## config.mk

```make
export PLATFORM = sky130hd
export DESIGN_NAME = fdiv_issue_seq
export DESIGN_NICKNAME = d
export VERILOG_FILES = /design/src/rtl/fdiv_issue_seq.sv
export SDC_FILE = /design/constraint.sdc
export NUM_CORES = 1
export LEC_CHECK = 0
export CAP_MARGIN = 20
export CORE_MARGIN = 3
export CORE_UTILIZATION = 55
export CTS_CLUSTER_DIAMETER = 100
export DETAILED_ROUTE_END_ITERATION = 8
export GPL_TIMING_DRIVEN = 0
export PLACE_DENSITY = 0.81
export SLEW_MARGIN = 5
export SYNTH_ARGS = -nofsm -noshare
export SYNTH_HDL_FRONTEND = slang
export SYNTH_SLANG_ARGS = --single-unit
export TNS_END_PERCENT = 100
```

## constraint.sdc

```tcl
create_clock -name clk -period 3.05 [get_ports clk]
set_input_delay 0.4575 -clock clk [delete_from_list [all_inputs] [get_ports clk]]
set_output_delay 0.4575 -clock clk [all_outputs]
set_load 0.005 [all_outputs]
```

## src/rtl/fdiv_issue_seq.sv

```systemverilog
// Issue/sequencing stage in front of the FP32 mantissa divider.
// Operand pairs are queued in a small FIFO. The head pair is driven onto div_a/div_b
// and stays there until its result is captured, because the divider's result and
// flags are combinational on those operands. The FSM issues one start pulse, waits
// for div_valid or a timeout, and holds the captured result on a valid/ready port.

module fdiv_issue_seq #(
    parameter int unsigned WIDTH   = 32,
    parameter int unsigned DEPTH   = 4,
    parameter int unsigned TIMEOUT = 64
) (
    input  logic                       clk,
    input  logic                       rst_n,
    // Operand input port
    input  logic                       in_valid,
    output logic                       in_ready,
    input  logic [WIDTH-1:0]           in_a,
    input  logic [WIDTH-1:0]           in_b,
    // Divider interface
    output logic                       div_start,
    output logic [WIDTH-1:0]           div_a,
    output logic [WIDTH-1:0]           div_b,
    input  logic                       div_busy,
    input  logic                       div_valid,
    input  logic [WIDTH-1:0]           div_c,
    input  logic [3:0]                 div_flags,
    // Result port
    output logic                       out_valid,
    input  logic                       out_ready,
    output logic [WIDTH-1:0]           out_c,
    output logic [4:0]                 out_flags,
    // Status
    output logic [$clog2(DEPTH):0]     fifo_count
);

    localparam int unsigned PtrW = (DEPTH > 1) ? $clog2(DEPTH) : 1;
    localparam int unsigned CntW = $clog2(DEPTH) + 1;
    localparam int unsigned TmoW = $clog2(TIMEOUT + 1);

    localparam logic [CntW-1:0] CntFull = CntW'(DEPTH);
    localparam logic [TmoW-1:0] TmoLast = TmoW'(TIMEOUT - 1);

    typedef enum logic [1:0] {
        StIdle,
        StStart,
        StWait,
        StOut
    } state_e;

    // ------------------------------------------------------------------
    // State
    // ------------------------------------------------------------------
    logic [WIDTH-1:0] a_mem_q [DEPTH];
    logic [WIDTH-1:0] a_mem_d [DEPTH];
    logic [WIDTH-1:0] b_mem_q [DEPTH];
    logic [WIDTH-1:0] b_mem_d [DEPTH];

    logic [PtrW-1:0]  wr_ptr_q, wr_ptr_d;
    logic [PtrW-1:0]  rd_ptr_q, rd_ptr_d;
    logic [CntW-1:0]  count_q, count_d;

    state_e           state_q, state_d;
    logic [TmoW-1:0]  tmo_cnt_q, tmo_cnt_d;
    logic             div_start_q, div_start_d;
    logic             out_valid_q, out_valid_d;
    logic [WIDTH-1:0] out_c_q, out_c_d;
    logic [4:0]       out_flags_q, out_flags_d;

    logic             push;
    logic             pop;

    // ------------------------------------------------------------------
    // Output assignments
    // ------------------------------------------------------------------
    assign in_ready   = (count_q != CntFull);
    assign push       = in_valid & in_ready;
    assign div_a      = a_mem_q[rd_ptr_q];
    assign div_b      = b_mem_q[rd_ptr_q];
    assign div_start  = div_start_q;
    assign out_valid  = out_valid_q;
    assign out_c      = out_c_q;
    assign out_flags  = out_flags_q;
    assign fifo_count = count_q;

    // FIFO next state: write at wr_ptr, pop only on the capture cycle
    always_comb begin
        a_mem_d  = a_mem_q;
        b_mem_d  = b_mem_q;
        wr_ptr_d = wr_ptr_q;
        rd_ptr_d = rd_ptr_q;
        count_d  = count_q;

        if (push) begin
            a_mem_d[wr_ptr_q] = in_a;
            b_mem_d[wr_ptr_q] = in_b;
            wr_ptr_d          = wr_ptr_q + 1'b1;
        end
        if (pop) begin
            rd_ptr_d = rd_ptr_q + 1'b1;
        end

        if (push && !pop) begin
            count_d = count_q + 1'b1;
        end else if (!push && pop) begin
            count_d = count_q - 1'b1;
        end
    end

    // FSM next state: start pulse, wait with timeout, hold result until consumed
    always_comb begin
        state_d     = state_q;
        tmo_cnt_d   = tmo_cnt_q;
        div_start_d = 1'b0;
        out_valid_d = out_valid_q;
        out_c_d     = out_c_q;
        out_flags_d = out_flags_q;
        pop         = 1'b0;

        unique case (state_q)
            StIdle: begin
                if ((count_q != '0) && !div_busy) begin
                    state_d     = StStart;
                    div_start_d = 1'b1;
                end
            end

            StStart: begin
                tmo_cnt_d = '0;
                state_d   = StWait;
            end

            StWait: begin
                // A real result beats the timeout when both land on the same cycle
                if (div_valid) begin
                    out_c_d     = div_c;
                    out_flags_d = {1'b0, div_flags};
                    out_valid_d = 1'b1;
                    pop         = 1'b1;
                    state_d     = StOut;
                end else if (tmo_cnt_q == TmoLast) begin
                    out_c_d     = '0;
                    out_flags_d = 5'b10000;
                    out_valid_d = 1'b1;
                    pop         = 1'b1;
                    state_d     = StOut;
                end else begin
                    tmo_cnt_d = tmo_cnt_q + 1'b1;
                end
            end

            StOut: begin
                if (out_valid_q && out_ready) begin
                    out_valid_d = 1'b0;
                    state_d     = StIdle;
                end
            end

            default: begin
                state_d = StIdle;
            end
        endcase
    end

    // FIFO storage and pointers; storage is cleared so div_a/div_b are defined after reset
    always_ff @(posedge clk or negedge rst_n) begin
        if (!rst_n) begin
            for (int i = 0; i < int'(DEPTH); i++) begin
                a_mem_q[i] <= '0;
                b_mem_q[i] <= '0;
            end
            wr_ptr_q <= '0;
            rd_ptr_q <= '0;
            count_q  <= '0;
        end else begin
            a_mem_q  <= a_mem_d;
            b_mem_q  <= b_mem_d;
            wr_ptr_q <= wr_ptr_d;
            rd_ptr_q <= rd_ptr_d;
            count_q  <= count_d;
        end
    end

    // FSM state, timeout counter and registered outputs
    always_ff @(posedge clk or negedge rst_n) begin
        if (!rst_n) begin
            state_q     <= StIdle;
            tmo_cnt_q   <= '0;
            div_start_q <= 1'b0;
            out_valid_q <= 1'b0;
            out_c_q     <= '0;
            out_flags_q <= '0;
        end else begin
            state_q     <= state_d;
            tmo_cnt_q   <= tmo_cnt_d;
            div_start_q <= div_start_d;
            out_valid_q <= out_valid_d;
            out_c_q     <= out_c_d;
            out_flags_q <= out_flags_d;
        end
    end

endmodule

```

Word-level counts from Yosys, hierarchy flattened
Cells that the tools add are included.
- bits in registers: 311
- input bits: 106
- output and inout port bits: 107
- logic and storage cells: 89
- add/subtract/negate cells: 5
- magnitude comparators: 3
- equality and inequality tests: 10
- muxes and demuxes: 33
- bitwise gates (word level): 3
- reductions and logical operators: 18
- operator list (operator ; number):
    128-bit bitwise mux ; 2
    32-bit two-way mux ; 7
    32-bit binary-select mux with 2-bit select ; 2
    32-bit demux with 2-bit select ; 1
    7-bit two-way mux ; 2
    7-bit case mux with 2 select lines ; 1
    5-bit two-way mux ; 2
    3-bit AND reduction ; 3
    1-bit two-way mux ; 8
    2-bit two-way mux ; 4
    2-bit != test, second input constant ; 4
    2-bit case mux with 4 select lines ; 1
    2-bit nonzero test ; 4
    7-bit by 1-bit adder with 7-bit output, second input constant ; 1
    7-bit by 6-bit equality test with 1-bit output, second input constant ; 1
    3-bit >= comparator, second input constant ; 2
    3-bit two-way mux ; 2
    3-bit != test, second input constant ; 2
    2-bit inverter with 3-bit output ; 2
    1-bit logical AND ; 5
    2-bit by 1-bit adder with 2-bit output, second input constant ; 2
    2-bit equality test, second input constant ; 2
    3-bit by 1-bit adder with 3-bit output, second input constant ; 1
    1-bit logical NOT ; 3
    other kinds (8) ; 8

Logic depth before layout (Yosys ltp)
- depth after elaboration: 7
- mapped depth: 11
- gate-level depth less buffers: 10

Worst setup path after synthesis
Ideal clock, no wire load.
- path type: reg-to-reg
- from: register tmo_cnt_q[0]
- to: register count_q[2] (netlist: fifo_count[2])
- setup time: 0.079 ns
- arrival: 2.340 ns
- data required time: 2.971 ns
- path slack: 0.631 ns
- cell stages (with the launch flop): 12
- path buffers: 1
- clock period less this slack: 2.419 ns
- path through: dfrtp_1 ha_1 and4_1 and2_1 o21ai_1 buf_2 ha_1 inv_1 fa_1 xor2_1 nor2_1 xor2_1
- word-level cells in the longest chain between the ends: 7
- elaborated cells between the ends (all ways): 9
- those cells by class: eq/ne (1); mux (4); reduce/logical (4)
- RTL lines (what ; line ; source):
    start, declared ; 63 ; logic [TmoW-1:0] tmo_cnt_q, tmo_cnt_d;
    start signal, assigned ; 194 ; tmo_cnt_q <= tmo_cnt_d;
    7-bit by 6-bit equality test with 1-bit output * ; 140 ; end else if (tmo_cnt_q == TmoLast) begin
    1-bit two-way mux * ; 140 ;
    1-bit two-way mux * ; 134 ; if (div_valid) begin
    1-bit two-way mux * ; 119 ; unique case (state_q)
    1-bit logical NOT ; 102 ; if (push && !pop) begin
    1-bit logical AND ; 102 ;
    3-bit two-way mux / 2-bit nonzero test (equally long branches) ; - ;
    end signal, assigned ; 179 ; count_q <= count_d;
    end, declared ; 60 ; logic [CntW-1:0] count_q, count_d;
Mark *: on every way between the ends. The rest lies on a longest branch, timed or not.
A chain may end at the register's enable or synchronous reset.

Worst setup path after layout
- from: register rd_ptr_q[0]
- to: output div_b[18]
- word-level cells in the longest chain between the ends: 4
- RTL lines (what ; line ; source):
    start, declared ; 59 ; logic [PtrW-1:0] rd_ptr_q, rd_ptr_d;
    start signal, assigned ; 178 ; rd_ptr_q <= rd_ptr_d;
    2-bit inverter with 3-bit output (not written as such) ; 78 ; assign div_b = b_mem_q[rd_ptr_q];
    32-bit binary-select mux with 2-bit select ; 78 ;
    32-bit two-way mux (not written as such) (2 in a row) ; 78 ;
    end, declared ; 22 ; output logic [WIDTH-1:0] div_b,
Every way passes these cells. The select of a mux whose other input is x is not followed.

==> flow_summary_export.csv <==
group,metric,value,unit
cells_and_area,layout.cells.non_filler,1402,
critical_path,cp_max_fo,10,
worst_hold_path,holdCritPathClass,"flip-flop to flip-flop",
global_route,antenna_found_initial,1,
worst_hold_path,holdPathStages,1,
floorplanning,core,25500,µm²
clock_network,cts_max_path_buffers,3,
floorplanning,ioPinCount,213,
run,max_cap_violations,0,
global_route,grt_overflow_total,0,
critical_path,setup.worst_path.start_class,"flip-flop",
sta,fin_crit,2.93,ns
floorplanning,die_width,168,µm
pwr,p_per_area,1190,nW/µm²
sta,slew_viol_final,0,
logic_synthesis,synth_seq_area_share,0.536,
cells_and_area,regArea,7780,µm²
critical_path,r2r_start,"tmo_cnt_q[0]",
global_route,grt_first_pass_wirelength,50.5,mm
critical_path,timing.reg2reg.setup_slack,0.35,ns
logic_synthesis,yosysTopAreaCellShare,0.536,
worst_hold_path,hp-start,"tmo_cnt_q[4]",
logic_synthesis,synth-seq-cells,311,
worst_hold_path,min_to,"tmo_cnt_q[4]",
route,vias,7868,
place,io_buffers,212,
logic_synthesis,syn_nets,914,
cells_and_area,nets,1166,
clock_network,htree_levels,2,
place,place_inst,1340,
route,drt_iter0_drc,461,
run_status,outcome,"completed",
route,viasPerCell,5.61,
sta,finalSetupViolCount,0,
logic_synthesis,synth_area,14500,µm²
cells_and_area,fin_util,0.717,
sta,rsz0062_at_grt,"false",
clock_network,root_buffer,"clkbuf_16",
cells_and_area,area_delta_synth_final,26.2,%
logic_synthesis,yosysTopAreaCell,"dfrtp_1",
logic_synthesis,synth-edff-count,0,
cells_and_area,multi_input_area,6150,µm²
critical_path,critPathKind,"flip-flop to output pin",
floorplanning,placementRows,58,
cells_and_area,layout_commonest_cell,"dfrtp_1",
logic_synthesis,synth_cell_types,38,
clock_network,cts_tree,"done",
clock_network,clock_sinks,311,
logic_synthesis,yosys_warnings,0,
floorplanning,die_area,28400,µm²
global_route,groute.usage.overall,0.221,
sta,skew,0.0130,ns
route,dr.pass1.iters,4,
route,routed_wl,30.5,mm
critical_path,worstPathArrival,2.47,ns
place,globalplace.congestion,0.726,
sta,tightest_slew,0.691,ns
sta,max_freq,342,MHz
cells_and_area,drive_gt1_frac,0.398,
sta,min_period_over_period,0.960,
floorplanning,dieHeight,168,µm
cells_and_area,final_cell_mix,"311 x dfrtp_1, 240 x mux2_4, 211 x clkdlybuf4s50_1",
global_route,grt_pass1_vias,8859,
sta,max_slew_margin,0.539,
logic_synthesis,syn_inst,796,
logic_synthesis,async_flop_share,1.00,
pwr,peakVddDrop,0.894,mV
place,post-dp-hpwl,20.0,mm
critical_path,critPathRequiredTime,2.59,ns
sta,hold_violations,0,
clock_network,cts.clk_slew.worst_paths,0.06,ns
clock_network,cts_buffers,35,
cells_and_area,diodes,0,
global_route,grt_max_degree,121,
floorplanning,start_util,0.568,
route,wl_per_cell,21.7,µm
critical_path,r2r-end,"fifo_count[2]",
pwr,p_leak,8.49,nW
clock_network,clk_latency,0.50,ns
critical_path,r2r_cells,11,
critical_path,end_kind,"output pin",
cells_and_area,fillers,1647,
route,route.antenna.remaining_nets,0,
logic_synthesis,netlist_top_cells_area,"dfrtp_1 54%, mux2_4 25%, mux4_2 9.9%",
logic_synthesis,synth_ff_type,"dfrtp_1",
route,drc_errors,0,
logic_synthesis,syn_area_per_cell,18.2,µm²
synth_stat cells (3+ instances only):
cell type	instances
nand2_1	9
buf_12	19
clkbuf_1	8
nor2b_1	3
nor2_1	6
mux2_4	240
buf_1	6
ha_1	11
buf_2	9
xor2_1	4
dfrtp_1	311
nor3_1	3
a22o_1	38
nand2_8	3
mux4_2	64
buf_6	7
mux2_2	19
xnor2_1	3
a21oi_1	3
inv_1	5
through the flow:
step / cell area (µm²) / total power [W] / setup slack, ns / setup TNS, ns / hold slack [ns]
3_5_place_dp: 17100 / 0.0176 / 0.188 / 0 / 0.489
6_report: 18300 / 0.0218 / 0.123 / 0 / 0.493
4_1_cts: 18300 / 0.0220 / 0.0385 / 0 / 0.498
5_1_grt: 18300 / 0.0230 / 0.0151 / 0 / 0.515
2_1_floorplan: 14500 / 0.0136 / 0.631 / 0 / 0.162
3_3_place_gp: 17000 / 0.0173 / -11.76 / -3648.13 / 0.481
routing by layer:
layer	global-route usage	wire length [µm]
met5	0	13
met4	0.0363	362
met3	0.0521	1860
met2	0.358	14900
met1	0.313	13400
what timing repair did:
action | in CTS | in global routing
pin swaps | 0 | 0
hold buffers | 1 | 0
hold endpoints to repair | 76 | 0
gates resized for setup | 15 | 1
setup buffers | 0 | 0
endpoints found under the setup margin | 59 | 2
worst max-delay path, cell delays in order (launching register included):
cell and delay, ns:
dfrtp_1 0.38, buf_4 0.25, buf_4 0.29, mux4_2 0.53, clkdlybuf4s50_1 0.51
layout make-up:
cell class / count / share of cell area
multi-input combinational: 431 / 0.336
clock buffer: 48 / 0.0550
buffer: 49 / 0.0325
tap: 330 / 0.0226
timing repair buffer: 215 / 0.120
clock inverter: 13 / 0.00806
sequential: 311 / 0.425
inverter: 5 / 0.00103
how the worst max path moves through the flow:
| stage | endpoint | start | slack [ns] | cells past startpoint |
|---|---|---|---|---|
| 2_1_floorplan | fifo_count[2] | tmo_cnt_q[0] | 0.63 | 11 |
| 3_3_place_gp | out_c[10] | rst_n | -11.76 | 1 |
| 3_5_place_dp | div_a[12] | rd_ptr_q[1] | 0.19 | 4 |
| 4_1_cts | div_b[28] | rd_ptr_q[0] | 0.04 | 4 |
| 5_1_grt | div_b[18] | rd_ptr_q[0] | 0.02 | 4 |
| 6_report | div_b[18] | rd_ptr_q[0] | 0.12 | 4 |
cell families after synthesis:
kind of cell | count (synthesis) | synth area share
simple gates | 37 | 0.0166
buf+inv | 54 | 0.0397
xor+xnor | 7 | 0.00423
flops | 311 | 0.536
compound gates | 50 | 0.0285
mux | 325 | 0.364
fa+ha+maj | 12 | 0.0109
flip-flops by register name, summed over array words and instances (netlist names), 3 cells and up:
| name | count |
|---|---|
| a_mem_q | 128 |
| b_mem_q | 128 |
| out_c | 32 |
| tmo_cnt_q | 7 |
| out_flags | 5 |
| fifo_count | 3 |
where the power goes:
part | switching (W) | internal (W) | total (W)
Combinational | 0.00325 | 0.00688 | 0.0101
Sequential | 0.00121 | 0.00621 | 0.00742
Clock | 0.00164 | 0.00257 | 0.00421
No activity file was read; power rests on OpenSTA's default activity.
